<file path="src/rtl/approx_or_adder_pipe.sv">
// Two-stage lower-part-OR approximate adder with run-time selectable approximate
// LSB count and an on-board absolute-error monitor for characterisation runs.
module approx_or_adder_pipe #(
  parameter int WIDTH = 8,
  parameter int MAX_K = 4,
  parameter int ACC_W = 32
) (
  input  logic                         clk,
  input  logic                         rst,
  input  logic                         in_valid,
  output logic                         in_ready,
  input  logic [WIDTH-1:0]             A,
  input  logic [WIDTH-1:0]             B,
  input  logic                         Cin,
  input  logic [$clog2(MAX_K+1)-1:0]   K,
  output logic                         out_valid,
  input  logic                         out_ready,
  output logic [WIDTH-1:0]             S,
  output logic                         Cout,
  input  logic                         stats_clr,
  output logic [ACC_W-1:0]             err_acc,
  output logic [ACC_W-1:0]             err_cnt,
  output logic [WIDTH:0]               err_max
);

  localparam int KW = $clog2(MAX_K+1);
  localparam int DW = WIDTH + 1;
  localparam int SW = ((ACC_W > DW) ? ACC_W : DW) + 1;
  localparam logic [SW-1:0] ACC_LIM = {{(SW-ACC_W){1'b0}}, {ACC_W{1'b1}}};

  logic             w_advance;
  logic             w_consume;
  logic [KW-1:0]    w_ke;

  logic             r1_valid;
  logic [WIDTH-1:0] r1_a;
  logic [WIDTH-1:0] r1_b;
  logic             r1_cin;
  logic [KW-1:0]    r1_ke;

  logic [WIDTH-1:0] w_mask;
  logic [WIDTH-1:0] w_top;
  logic             w_c;
  logic [DW-1:0]    w_upper;
  logic [WIDTH-1:0] w_low;
  logic [DW-1:0]    w_approx;
  logic [DW-1:0]    w_exact;
  logic [DW-1:0]    w_d;

  logic             r2_valid;
  logic [DW-1:0]    r2_sum;
  logic [DW-1:0]    r2_d;

  logic [ACC_W-1:0] r_err_acc;
  logic [ACC_W-1:0] r_err_cnt;
  logic [DW-1:0]    r_err_max;
  logic [SW-1:0]    w_acc_sum;

  assign w_advance = !r2_valid || out_ready;
  assign w_consume = r2_valid && out_ready;
  assign in_ready  = w_advance;
  assign w_ke      = (K > KW'(MAX_K)) ? KW'(MAX_K) : K;

  always_ff @(posedge clk) begin
    if (rst) begin
      r1_valid <= 1'b0;
    end else if (w_advance) begin
      r1_valid <= in_valid;
      if (in_valid) begin
        r1_a   <= A;
        r1_b   <= B;
        r1_cin <= Cin;
        r1_ke  <= w_ke;
      end
    end
  end

  // Masked operands leave zeros below Ke, so the upper add and the OR'd low part never overlap.
  always_comb begin
    w_mask   = (WIDTH'(1) << r1_ke) - WIDTH'(1);
    w_top    = w_mask ^ (w_mask >> 1);
    w_c      = (r1_ke == '0) ? r1_cin : |(r1_a & r1_b & w_top);
    w_upper  = {1'b0, r1_a & ~w_mask} + {1'b0, r1_b & ~w_mask} + (DW'(w_c) << r1_ke);
    w_low    = ((r1_a | r1_b) & w_mask) | WIDTH'(r1_cin && (r1_ke != '0));
    w_approx = w_upper | {1'b0, w_low};
    w_exact  = DW'(r1_a) + DW'(r1_b) + DW'(r1_cin);
    w_d      = (w_exact >= w_approx) ? (w_exact - w_approx) : (w_approx - w_exact);
  end

  always_ff @(posedge clk) begin
    if (rst) begin
      r2_valid <= 1'b0;
      r2_sum   <= '0;
      r2_d     <= '0;
    end else if (w_advance) begin
      r2_valid <= r1_valid;
      if (r1_valid) begin
        r2_sum <= w_approx;
        r2_d   <= w_d;
      end
    end
  end

  assign out_valid   = r2_valid;
  assign {Cout, S}   = r2_sum;

  assign w_acc_sum = SW'(r_err_acc) + SW'(r2_d);

  // A clear wins over a simultaneous consume, so that result is never counted.
  always_ff @(posedge clk) begin
    if (rst || stats_clr) begin
      r_err_acc <= '0;
      r_err_cnt <= '0;
      r_err_max <= '0;
    end else if (w_consume) begin
      r_err_acc <= (w_acc_sum > ACC_LIM) ? {ACC_W{1'b1}} : w_acc_sum[ACC_W-1:0];
      r_err_cnt <= (r_err_cnt == {ACC_W{1'b1}}) ? r_err_cnt : r_err_cnt + ACC_W'(1);
      r_err_max <= (r2_d > r_err_max) ? r2_d : r_err_max;
    end
  end

  assign err_acc = r_err_acc;
  assign err_cnt = r_err_cnt;
  assign err_max = r_err_max;

endmodule
</file>
<file path="config.mk">
export PLATFORM = sky130hd
export DESIGN_NAME = approx_or_adder_pipe
export DESIGN_NICKNAME = d
export VERILOG_FILES = /design/src/rtl/approx_or_adder_pipe.sv
export SDC_FILE = /design/constraint.sdc
export NUM_CORES = 1
export LEC_CHECK = 0
export ABC_AREA = 0
export CAP_MARGIN = 10
export CORE_ASPECT_RATIO = 1.1
export CORE_MARGIN = 8
export CORE_UTILIZATION = 29
export CTS_BUF_LIST = sky130_fd_sc_hd__clkbuf_8
export DETAILED_ROUTE_END_ITERATION = 7
export GPL_TIMING_DRIVEN = 0
export PLACE_DENSITY_LB_ADDON = 0.15
export SETUP_SLACK_MARGIN = 0.02
export SYNTH_ARGS = -nofsm -noshare
export SYNTH_HDL_FRONTEND = slang
export SYNTH_SLANG_ARGS = --single-unit
export TNS_END_PERCENT = 10
</file>
<file path="constraint.sdc">
create_clock -name clk -period 6.19 [get_ports clk]
set_input_delay 0.9285 -clock clk [delete_from_list [all_inputs] [get_ports clk]]
set_output_delay 0.9285 -clock clk [all_outputs]
set_load 0.1 [all_outputs]
</file>
# Yosys cells after proc, flatten, opt, wreduce, memory -nomap -nowiden
# Cells that the tools add are included.
[totals]
register_bits = 113
inputBits = 25
output_inout_bits = 84
wordCells = 54
[classes]
addsub = 9
n_lt_le_gt_ge = 4
eq_ne = 1
n_shift = 2
mux = 3
bitwise_logic = 12
reduce_logical = 12
[ops]
columns = ["operator", "n"]
rows = [
  ["$and 8x8->8", 5],
  ["$add 32x9->33", 1],
  ["$gt 33x32->1 const B", 1],
  ["$add 32x1->32 const B", 1],
  ["$eq 32x32->1 const B", 1],
  ["$mux 32", 1],
  ["$add 8x8->9", 2],
  ["$sub 9x9->9", 2],
  ["$add 9x1->9", 1],
  ["$add 9x9->9", 1],
  ["$ge 9x9->1", 1],
  ["$gt 9x9->1", 1],
  ["$mux 9", 1],
  ["$or 9x8->9", 1],
  ["$shl 1x3->9", 1],
  ["$not 8->8", 1],
  ["$or 8x1->8", 1],
  ["$or 8x8->8", 1],
  ["$reduce_or 8->1", 1],
  ["$shl 1x3->8 const A", 1],
  ["$sub 8x2->8 const B", 1],
  ["$xor 8x7->8", 1],
  ["$reduce_and 2->1", 3],
  ["$gt 3x3->1 const B", 1],
  ["8 further kinds", 11],
]

# Logic depth before layout (Yosys ltp)
# Gate-level depths: netlist of the first run.
[depth]
word_depth = 11
ltp_mapped = 33
depth_no_buf = 30

# Least setup slack after synthesis of the first run
# OpenSTA, ideal clock, no wires.
[synth_timing]
path_kind = "register -> register"
from = "register r1_ke[0]"
to = "register r2_d[8]"
setup_ps = 130
arrival_time_ps = 6349
required_ps = 6060
slack_ps = -289
path_stages_with_launch = 33
path_buffers = 4
synth_period_minus_slack_ps = 6479
path_cell_list = "edfxtp_1 clkbuf_1 nor3_1 inv_1 ha_1 clkbuf_1 clkbuf_1 nor3b_1 o21ai_0 nand4_1 a211oi_1 or2_2 or3_1 fa_1 inv_1 ha_1 a21o_1 a21oi_1 nor2b_1 o21a_1 nor2_1 xnor2_1 nor2_1 ha_1 clkbuf_1 and4_1 a21o_1 a21o_1 a221oi_1 o211ai_1 a211oi_1 xor2_1 o31ai_1"
[synth_via]
elab_chain_cells = 11
elab_cells_between_ends = 22
cone_classes = "add/sub: 5; order compare: 1; shift: 2; mux: 2; bitwise: 8; reduce/logical: 4"
[synth_lines]
columns = ["element", "line_no", "rtl"]
rows = [
  ["start: declaration", "39", "logic [KW-1:0] r1_ke;"],
  ["start signal: assignment", "73", "r1_ke <= w_ke;"],
  ["parallel branches: the longest is 8 deep, another holds $add 8x8->9", "n/a", ""],
  ["$or 9x8->9 (*)", "85", "w_approx = w_upper | {1'b0, w_low};"],
  ["$sub 9x9->9 / $ge 9x9->1 (equally long branches)", "87", "w_d = (w_exact >= w_approx) ? (w_exact - w_approx) : (w_approx - w_exact);"],
  ["$mux 9 (*)", "87", ""],
  ["end signal: assignment", "99", "r2_d <= w_d;"],
  ["end: declaration", "52", "logic [DW-1:0] r2_d;"],
]
# Every way passes the cells marked *.
# A chain may end at the register's enable or synchronous reset.

# Final worst setup path of the first run
[layout_timing]
from = "register r1_ke[1]"
to = "register r2_d[8]"
# The elaborated chain is that of the path after synthesis.

==> summary.txt, run 1 <==
GRT
  • Initial antenna violation count: 0
  • GR Overflow Total: 0
  • Total track usage: 0.1342
  • First-pass GRT wire length: 33.01 mm
  • Vias in the first global route: 6393
  • Largest net degree at the start of global routing: 21

Drt
  • DR pass1 iterations: 4
  • Number of remaining DRC errors: 0
  • Vias: 6361
  • DR iter-0 viols: 299
  • Vias per cell: 4.878
  • Routed len/inst: 15.55 µm
  • WL final: 20.28 mm
  • Routed Antenna Nets: 0

Worst setup path
  • CP Data Required Time: 6540 ps
  • Crit-path max cell delay: 520 ps
  • CP most frequent cell: ha_4
  • Arrival time worst endpoint: 6490 ps
  • Reg2reg setup slack: 50 ps
  • Critical Path Fanout Max: 8
  • CP max stage cell: fa_1
  • CP Class: flip-flop to flip-flop
  • Crit. End Element: flip-flop
  • CP startpoint kind: flip-flop

Logic synthesis
  • Main combinational cell family by area after synthesis: simple AND/OR/NAND/NOR gates
  • Syn Nets: 940
  • Post-Synth XOR/XNOR Area: 0.06428
  • Post-synth EDFFs: 20
  • Yosys cell types: 61
  • Cell area after synthesis: 7222 µm²
  • Share of synthesized cell area in full adder, half adder and majority cells: 0.1428
  • Register area share after synthesis: 0.3410
  • Mapped Cells: 841
  • Mean area per synthesized cell: 8.587 µm²
  • Register bit total from synthesis: 113
  • Post-synth ARST share: 0
  • Compound-Gate Fraction of Synth Area: 0.1738
  • Mux contribution to synthesized area: 0.02495
  • Post-synth top flop: dfxtp_1
  • Post-Synth Simple-Gate Area: 0.1949
  • YS warnings: 0

Place
  • DP Area: 8711 µm²
  • Port bufs: 107
  • Placed Cells: 1258
  • Hpwl dp: 15.44 mm
  • GPL Wtd Cong: 0.8360

Power and ir drop
  • VDD IR max: 0.1294 mV
  • Pwr dens: 233.5 nW/µm²
  • Pleak: 3.721 nW

Die
  • Die width: 166.5 µm
  • Die height: 181.5 µm
  • IO Pins: 109
  • FP Rows: 60
  • Die area: 30220 µm²
  • Initial core utilization: 0.2951
  • Core Area: 24470 µm²

Status
  • Status: completed

Finish
  • Layout area overhead: 31.69%
  • Commonest non-fill, non-tap cell in the layout: clkdlybuf4s50_1
  • Nets@finish: 1080
  • Fraction of layout cells with a size suffix above 1: 0.1107
  • Final std cells w/o fill: 1304
  • Post-Layout Inst Area: 9510 µm²
  • N_diodes: 0
  • Most frequent cells in the layout: 107 x clkdlybuf4s50_1, 93 x dfxtp_1, 82 x nor2_1

Clock tree
  • CTS tree: done
  • Worst-skew pair later-pin latency: 450 ps
  • CTS clk-pin slew, worst paths: 80 ps
  • Clock buffer depth: 2
  • CTS Hold Bufs: 0
  • Root buffer cell: clkbuf_8
  • Clk sinks: 113
  • Clock buffer count from CTS: 17
  • H-tree Lvls: 4

STA
  • Min Hold Slack: 458.8 ps
  • Setup TNS Final: 0 ps
  • RSZ-0062 raised after global routing: true
  • Clk_skew: 19.70 ps
  • Tcrit/Tclk final: 0.9915
  • Final Hold Vio Count: 0
  • Pins Over Slew Limit: 0
  • Final setup viols: 0
  • Slew margin rel.: 0.3013
  • Worst-Margin Slew: 1045 ps
  • Final min period: 6137 ps
  • Fmax: 0.1629 GHz

Job
  • Number of max-cap violations: 0

Hold path
  • Hold crit path type: flip-flop to flip-flop
[final cells by class]
type,instances,area (µm²)
Clock buffer,17,234.0
Inverter,74,277.8
Buffer,30,160.2
Clock inverter,15,180.2
Fill cell,2526,14960
Multi-Input combinational cell,620,4602
Tap cell,310,387.9
Timing Repair Buffer,125,1206
Sequential cell,113,2462
[metrics by stage]
step	util	total power, mW	worst slack (ps)
final	0.3886	2.220	52.58
after global routing	0.3886	2.359	-267.5
after CTS	0.3816	2.195	36.23
after detailed placement	0.3559	1.369	-784.7
after global placement	0.3559	1.368	-731.9
after floorplan	-	1.231	42.01
[synthesized netlist by cell type, drive strengths merged (3+ instances only)]
master,count,area share
edfxtp,20,0.083
dfxtp,93,0.26
nor3,22,0.015
o21bai,6,0.0062
nor2,86,0.045
nor4,3,0.0035
nand4,12,0.010
xnor2,32,0.039
a311oi,5,0.0069
fa,14,0.039
nand2,57,0.030
nand3,27,0.020
nand2b,7,0.0064
ha,60,0.10
a211oi,20,0.021
inv,73,0.038
or3,8,0.0069
a21o,14,0.015
and3,17,0.016
nor2b,17,0.015
a21oi,42,0.029
mux2i,18,0.025
and4,7,0.0088
o31ai,3,0.0031
buf,6,0.0049
nor3b,4,0.0042
a31oi,20,0.017
o22ai,5,0.0043
and2,7,0.0061
o21a,11,0.011
clkbuf,29,0.015
or2,3,0.0026
a41oi,5,0.0061
o211ai,6,0.0062
o21ai,41,0.028
xor2,21,0.025
[worst max-delay path: cells and delay by family, from the launching register on]
family,cells,cell delay [ps]
and+or+nand+nor,9,1630
DFF,1,410
adders and majority gates,4,1200
buffers and inverters,4,450
xor gates and xnor gates,2,190
AOI/OAI and AO/OA,11,2180
[state kept, by name, summed over array words and instances, names as in the netlist, 3 cells and up]
| name | flops |
|---|---|
| err_max | 9 |
| r2_sum | 9 |
| r2_d | 9 |
| r1_a | 8 |
| r1_ke | 3 |
| err_acc | 32 |
| err_cnt | 32 |
| r1_b | 8 |
[kinds of logic (layout without fill, tap and decap cells)]
family | count (synthesis) | count (layout)
AO/OA/AOI/OAI | 192 | 192
XOR/XNOR | 53 | 53
buffers and inverters | 109 | 261
multiplexers | 18 | 18
adder cells (fa/ha/maj) | 74 | 74
flip-flops | 113 | 113
AND/OR/NAND/NOR | 282 | 283
[worst paths after layout]
| check | from | to | depth (start not counted) |
|---|---|---|---|
| setup / recovery | r1_ke[1] | r2_d[8] | 30 |
| hold / removal | r2_sum[7] | r2_sum[7] | 2 |
| setup reg to reg | r1_ke[1] | r2_d[8] | 30 |
| hold reg to reg | r2_sum[7] | r2_sum[7] | 2 |
[repair_timing]
item / in CTS / in global routing
pin swaps: 12 / 33
endpoints found under the setup margin: 8 / 7
endpoints found under the hold margin: 0 / 0
resized for setup: 31 / 27
setup buffers: 12 / 6
cloned: 0 / 1
[layer usage]
layer	wire [µm]	GRT usage
met5	0	0
met1	9077	0.1573
met3	817	0.03275
met2	10040	0.2379
met4	341	0.04147
[power by group]
part	internal [mW]	total (mW)	switching (mW)	leakage (nW)
registers	0.771	0.796	0.0247	0.940
logic	0.288	0.664	0.376	2.57
clock network	0.404	0.760	0.357	0.214
total	1.46	2.22	0.757	3.72
No activity file was read; power rests on OpenSTA's default activity.
==> run 2: changes to the inputs <==
==> constraint.sdc (replaced) <==
create_clock -name clk -period 6.19 [get_ports clk]
set_input_delay 1.857 -clock clk [delete_from_list [all_inputs] [get_ports clk]]
set_output_delay 1.857 -clock clk [all_outputs]
set_load 0.1 [all_outputs]
==> results of run 2 <==
Same layout as run 1: the final DEF is identical, and so are final timing and power.
